==> src/rtl/alu_op_sequencer.sv <==
// rtl/alu_op_sequencer.sv - initiator for the ALU select/A/B -> Z interface
//
// Takes one request (op, A, B) over a valid/ready handshake. It drives the ALU
// select lines for exactly one clock, then captures the ALU's registered 64-bit
// Z result. The result is returned over a valid/ready response port. Illegal
// ops and divide-by-zero are answered with an error response and are never
// issued to the ALU.
//
// Ports
//   clk          in   1      clock, all state changes on posedge
//   clear        in   1      asynchronous active-high reset
//   req_valid    in   1      request present
//   req_ready    out  1      sequencer can accept (IDLE only, low while clear)
//   req_op       in   4      ALU select code
//   req_a        in   32     operand A
//   req_b        in   32     operand B
//   alu_select   out  4      ALU select, 4'b0000 (hold) outside ISSUE
//   alu_a        out  32     ALU operand A (registered copy of req_a)
//   alu_b        out  32     ALU operand B (registered copy of req_b)
//   alu_z        in   64     ALU result {HI, LO}
//   rsp_valid    out  1      response present
//   rsp_ready    in   1      consumer takes response
//   rsp_lo       out  32     captured Z[31:0]
//   rsp_hi       out  32     captured Z[63:32]
//   rsp_hi_we    out  1      consumer writes HI too (MUL/DIV)
//   rsp_err      out  1      illegal op or divide-by-zero
//   op_count     out  CNT_W  completed responses, saturating

module alu_op_sequencer #(
  parameter int CNT_W = 16
) (
  input  logic             clk,
  input  logic             clear,
  input  logic             req_valid,
  output logic             req_ready,
  input  logic [3:0]       req_op,
  input  logic [31:0]      req_a,
  input  logic [31:0]      req_b,
  output logic [3:0]       alu_select,
  output logic [31:0]      alu_a,
  output logic [31:0]      alu_b,
  input  logic [63:0]      alu_z,
  output logic             rsp_valid,
  input  logic             rsp_ready,
  output logic [31:0]      rsp_lo,
  output logic [31:0]      rsp_hi,
  output logic             rsp_hi_we,
  output logic             rsp_err,
  output logic [CNT_W-1:0] op_count
);

  localparam logic [1:0] S_IDLE  = 2'd0;
  localparam logic [1:0] S_ISSUE = 2'd1;
  localparam logic [1:0] S_WAIT  = 2'd2;
  localparam logic [1:0] S_RESP  = 2'd3;

  localparam logic [3:0] OP_HOLD = 4'b0000;
  localparam logic [3:0] OP_MUL  = 4'b0011;
  localparam logic [3:0] OP_DIV  = 4'b0101;

  logic [1:0]       r_state;
  logic [3:0]       r_op;
  logic [31:0]      r_a;
  logic [31:0]      r_b;
  logic [31:0]      r_lo;
  logic [31:0]      r_hi;
  logic             r_hi_we;
  logic             r_err;
  logic [CNT_W-1:0] r_count;

  logic w_op_legal;
  logic w_div_zero;
  logic w_req_err;
  logic w_count_full;

  // Codes with no ALU function behind them; 0000 is the ALU hold code.
  always_comb begin
    w_op_legal = 1'b1;
    case (req_op)
      4'b0000, 4'b0100, 4'b1011: w_op_legal = 1'b0;
      default:                   w_op_legal = 1'b1;
    endcase
  end

  assign w_div_zero   = (req_op == OP_DIV) && (req_b == 32'd0);
  assign w_req_err    = !w_op_legal || w_div_zero;
  assign w_count_full = &r_count;

  always_ff @(posedge clk or posedge clear) begin
    if (clear) begin
      r_state <= S_IDLE;
      r_op    <= OP_HOLD;
      r_a     <= 32'd0;
      r_b     <= 32'd0;
      r_lo    <= 32'd0;
      r_hi    <= 32'd0;
      r_hi_we <= 1'b0;
      r_err   <= 1'b0;
      r_count <= '0;
    end else begin
      case (r_state)
        S_IDLE: begin
          if (req_valid) begin
            r_op <= req_op;
            r_a  <= req_a;
            r_b  <= req_b;
            if (w_req_err) begin
              // Error responses skip the ALU entirely and carry a zero result.
              r_lo    <= 32'd0;
              r_hi    <= 32'd0;
              r_hi_we <= 1'b0;
              r_err   <= 1'b1;
              r_state <= S_RESP;
            end else begin
              r_state <= S_ISSUE;
            end
          end
        end
        S_ISSUE: begin
          // ALU registers Z on this edge; its output is valid during WAIT.
          r_state <= S_WAIT;
        end
        S_WAIT: begin
          r_lo    <= alu_z[31:0];
          r_hi    <= alu_z[63:32];
          r_hi_we <= (r_op == OP_MUL) || (r_op == OP_DIV);
          r_err   <= 1'b0;
          r_state <= S_RESP;
        end
        S_RESP: begin
          if (rsp_ready) begin
            if (!w_count_full) begin
              r_count <= r_count + CNT_W'(1);
            end
            r_state <= S_IDLE;
          end
        end
        default: r_state <= S_IDLE;
      endcase
    end
  end

  // Gated by clear so the request port is closed for the whole reset pulse.
  assign req_ready  = (r_state == S_IDLE) && !clear;
  assign alu_select = (r_state == S_ISSUE) ? r_op : OP_HOLD;
  assign alu_a      = r_a;
  assign alu_b      = r_b;
  assign rsp_valid  = (r_state == S_RESP);
  assign rsp_lo     = r_lo;
  assign rsp_hi     = r_hi;
  assign rsp_hi_we  = r_hi_we;
  assign rsp_err    = r_err;
  assign op_count   = r_count;

endmodule

==> config.mk <==
export PLATFORM = sky130hd
export DESIGN_NAME = alu_op_sequencer
export DESIGN_NICKNAME = d
export VERILOG_FILES = /design/src/rtl/alu_op_sequencer.sv
export SDC_FILE = /design/constraint.sdc
export NUM_CORES = 1
export LEC_CHECK = 0
export BUFFER_PORTS_ARGS = -buffer_cell sky130_fd_sc_hd__clkbuf_2
export CAP_MARGIN = 20
export CORE_ASPECT_RATIO = 0.6
export CORE_MARGIN = 4
export CORE_UTILIZATION = 50
export DETAILED_ROUTE_END_ITERATION = 10
export GPL_TIMING_DRIVEN = 0
export PLACE_DENSITY_LB_ADDON = 0.1
export SYNTH_ARGS = -nofsm -noshare
export SYNTH_HDL_FRONTEND = slang
export SYNTH_SLANG_ARGS = --single-unit
==> constraint.sdc <==
create_clock -name clk -period 8.9 [get_ports clk]
set_input_delay 1.78 -clock clk [delete_from_list [all_inputs] [get_ports clk]]
set_output_delay 1.78 -clock clk [all_outputs]
set_load 0.01 [all_outputs]
==> After elaboration in Yosys (flattened, before gate mapping) <==
Cells that the tools add are included.
{ "totals": {"register_bits": 152, "input_bits": 136} }
{ "op_classes": {"addsub": 1, "n_eq_ne": 11, "muxes": 15, "bitwise_logic": 1, "reduce_logical": 15} }
{ "ops": {"columns": ["cell", "count"], "rows": [
  ["32-bit one-hot mux with 2 select lines", 2],
  ["32-bit two-way mux", 2],
  ["32-bit logical NOT", 1],
  ["16-bit by 1-bit adder with 16-bit output, second input constant", 1],
  ["16-bit AND reduction", 1],
  ["4-bit by 3-bit == test with 1-bit output, second input constant", 3],
  ["2-bit one-hot mux with 4 select lines", 1],
  ["2-bit two-way mux", 3],
  ["3-bit AND reduction", 2],
  ["2-bit == test, second input constant", 2],
  ["4-bit by 2-bit == test with 1-bit output, second input constant", 1],
  ["4-bit == test, second input constant", 1],
  ["4-bit logical NOT", 1],
  ["1-bit two-way mux", 4],
  ["4-bit two-way mux", 1],
  ["2-bit != test, second input constant", 2],
  ["1-bit one-hot mux with 2 select lines", 2],
  ["2-bit AND reduction", 2],
  ["3-bit OR reduction", 1],
  ["2-bit by 1-bit == test with 1-bit output, second input constant", 1],
  ["1-bit logical AND", 2],
  ["2-bit logical NOT", 1],
  ["1-bit logical OR", 2],
  ["2-bit by 1-bit != test with 1-bit output, second input constant", 1],
  ["other kinds (3)", 3]
]} }

==> Longest topological paths before layout <==
{ "logic_depth": {"ltp_word": 6, "mapped_depth": 8, "ltp_nobuf": 7} }

==> Worst setup path after synthesis <==
OpenSTA, ideal clock, no wires.
{ "synth_timing": {"path_type": "input to output", "from": "input port clear", "to": "output port req_ready", "arrival_time_ns": 1.937, "required_time_ns": 7.120, "path_slack_ns": 5.183, "path_stages": 1, "n_path_buf": 0, "cell_sequence": "nor2_1"} }
{ "synth_via": {"elab_chain_cells": 2} }
{ "synth_rtl": {"columns": ["item", "line", "text"], "rows": [
  ["start: declaration", "33", "input logic clear,"],
  ["1-bit logical NOT", "144", "assign req_ready = (r_state == S_IDLE) && !clear;"],
  ["1-bit logical AND", "144", null],
  ["end: declaration", "35", "output logic req_ready,"]
]} }
No other way between the ends.

==> Final worst setup path <==
Ends and elaborated chain as after synthesis.

==> qor.yml <==
status: "completed"
fp.dieH_um: 94.1
finalSetupViolCount: 0
clk_transition_reported_paths_ns: 0.06
drt-pass1-iter-count: 4
antenna_cells: 0
die_area_um2: 14300
hold_buffers: 0
hp-class: "flip-flop to flip-flop"
synth_top_area_cell: "dfrtp_1"
grt-ovfl-total: 0
hold_viol: 0
arrival_ns: 2.15
dpl.hpwl_um: 12900
maxSlewHeadroom_pct: 44.5
crit_path_end_kind: "primary output"
fmax_mhz: 254
synthFlopType: "dfrtp_1"
drc: 0
cts_root_buffer: "clkbuf_16"
fin_crit_ns: 3.93
tns_ns: 0
clockBufferDepth: 2
nets: 865
vias: 4888
synth_mux_area_share_pct: 12.7
slew_viol_final: 0
grt_pass1_vias: 4978
skew_ns: 0.0105
die_x_um: 152
avgSynthCellArea_um2: 14.8
core_area_um2: 12100
grt_max_degree: 92
yosys.area_share.simple_pct: 5.46
start_util_pct: 51.3
power_per_cell_area_nw_per_um2: 383
synth_top_family_by_area: "multiplexers"
synth_xor_area_share_pct: 1.98
max_cap_violations: 0
async_flop_share_pct: 100
wirelength_um: 16800
cp_slowest_stage_delay_ns: 0.14
areaGrowthSynthToFinish_pct: 36.5
synth_area_um2: 6180
power.total_uw: 3230
cts_tree: "done"
portBuffers: 286
synth_edf_count: 0
peakVddDrop_uv: 185
crit_fanout: 2
crit_type: "input pin to primary output"
clkLatencyLatePin_ns: 0.41
grt_first_pass_wirelength_um: 26000
cp_cell_sequence: "clkbuf_2 -> nor2_1 -> clkbuf_2"
first_iter_violations: 177
cts_sinks: 152
cts_setup_buffers: 0
required_ns: 7.12
cts-buffers-inserted: 17
routed_via_density: 5.43
grtUsageTotal_pct: 23.6
gp_congestion: 0.829
synth.net_count: 559
ys_types: 39
core.rowCount: 31
wl_per_cell_um: 18.6
htreeDepth: 4
synth_compound_area_share_pct: 12.5
seq_area_um2: 3800
ant_nets: 0
cts-resized-gates: 0
multi_input_area_um2: 2090
synth_seq_cells: 152
synthAdderAreaFrac_pct: 1.21
startpoint_type: "input pin"
yosysTopAreaCellShare_pct: 61.5
nFillCells: 923
crit_path_top_delay_cell: "clkbuf_2"
yosysWarningCount: 0
drive_gt1_share_pct: 55.7
yosys-top-cells-area: "dfrtp_1, mux2_2, a32o_1"
rsz0062_at_grt: "false"
fin_crit_sh_pct: 44.2
synth.yosys.seq_area_share_pct: 61.5
antenna_found_initial: 0
worstMarginPinSlew_ns: 0.832
p_leak_uw: 0.00417
syn_inst: 417
io_pins: 288
crit_top_cell: "clkbuf_2"
-- final timing paths --
path	startpoint	endpoint	slack [ns]	cells after the start
worst min register to register	rsp_lo[17]	rsp_lo[17]	0.49	1
worst min-delay path	rsp_lo[17]	rsp_lo[17]	0.49	1
min in group asynchronous	clear	alu_a[7]	1.54	2
worst max-delay path	clear	req_ready	4.97	3
max in group asynchronous	clear	alu_b[21]	6.57	3
worst max register to register	r_state[0]	alu_b[2]	6.55	6
-- flip-flops by register name, summed over array words and instances, names as in the netlist --
signal	flops
alu_a	32
alu_b	32
rsp_hi	32
rsp_lo	32
op_count	16
r_op	4
r_state	2
rsp_err	1
rsp_hi_we	1
-- cells by family after synthesis --
| logic type | after synthesis |
|---|---|
| fa+ha+maj | 6 |
| buf+inv | 37 |
| xor+xnor | 14 |
| compound gates | 81 |
| flops | 152 |
| mux | 70 |
| simple gates | 57 |
-- power breakdown --
group          switching, uW  internal (uW)
Combinational            678            656
Sequential               176           1010
Clock                    286            425
Total                   1140           2090
-- through the flow --
stage | std cells | cell area (um^2) | hold slack, ns | utilization (%) | setup WS, ns
floorplan | 417 | 6180 | 0.495 | - | 3.03
global placement | 868 | 7820 | 0.474 | 64.8 | 1.46
detailed placement | 869 | 7850 | 0.482 | 65.1 | 4.97
CTS | 901 | 8440 | 0.495 | 70.0 | 4.97
global route | 901 | 8440 | 0.503 | 70.0 | 4.95
finish | 901 | 8440 | 0.491 | 70.0 | 4.97
-- area by class of cell --
cell class / instances / share of cell area, %
clock inverters: 12 / 1.67
well taps: 165 / 2.45
clock buffers: 20 / 5.29
inverters: 8 / 0.415
multi-input cells: 228 / 24.8
repair buffers: 287 / 17.3
flip-flops and latches: 152 / 45.1
plain buffers: 29 / 3.02
-- routing by layer --
metal	share of wire, %	GRT usage [%]	up-vias
met1	40	29.4	2470
met5	0	0	-
met2	50	39.7	201
li1	-	-	2208
met3	9.6	8.29	9
met4	0.70	5.98	0
-- cell usage in the layout (no fill, tap or decap), types with 3 or more instances in the layout --
cell,netlist,routed
xnor2_1,9,9
buf_6,6,6
xor2_1,5,5
inv_1,8,7
nor4_2,3,3
mux2_2,69,69
a32o_1,64,64
buf_1,5,5
nand4_1,8,8
and2_1,5,5
nand2_1,14,14
dfrtp_1,152,152
o21ai_0,3,3
inv_6,0,5
clkbuf_2,0,286
clkbuf_16,0,17
nor4_1,5,5
clkbuf_1,9,11
ha_1,6,6
nor2_1,9,9
buf_2,3,3
nor3_1,3,3
clkinvlp_4,0,5
buf_12,6,6
-- synth_stat cells (2+ instances only) --
| master | n |
|---|---|
| and2_1 | 5 |
| a31oi_1 | 2 |
| a21oi_1 | 2 |
| buf_2 | 3 |
| xor2_1 | 5 |
| mux2_2 | 69 |
| nor4_2 | 3 |
| xnor2_1 | 9 |
| nor2b_1 | 2 |
| nor2_1 | 9 |
| a32o_1 | 64 |
| nand4_1 | 8 |
| buf_6 | 6 |
| nand2_1 | 14 |
| and3_1 | 2 |
| buf_1 | 5 |
| clkbuf_1 | 9 |
| nor4_1 | 5 |
| ha_1 | 6 |
| o22ai_1 | 2 |
| buf_12 | 6 |
| o21ai_0 | 3 |
| dfrtp_1 | 152 |
| a311oi_1 | 2 |
| nor3_1 | 3 |
| inv_1 | 8 |
-- critical path, delay by kind of cell --
| family | cells | cell delay [ns] |
|---|---|---|
| and+or+nand+nor | 1 | 0.10 |
| buffers and inverters | 2 | 0.27 |
No activity file was read; power rests on OpenSTA's default activity.
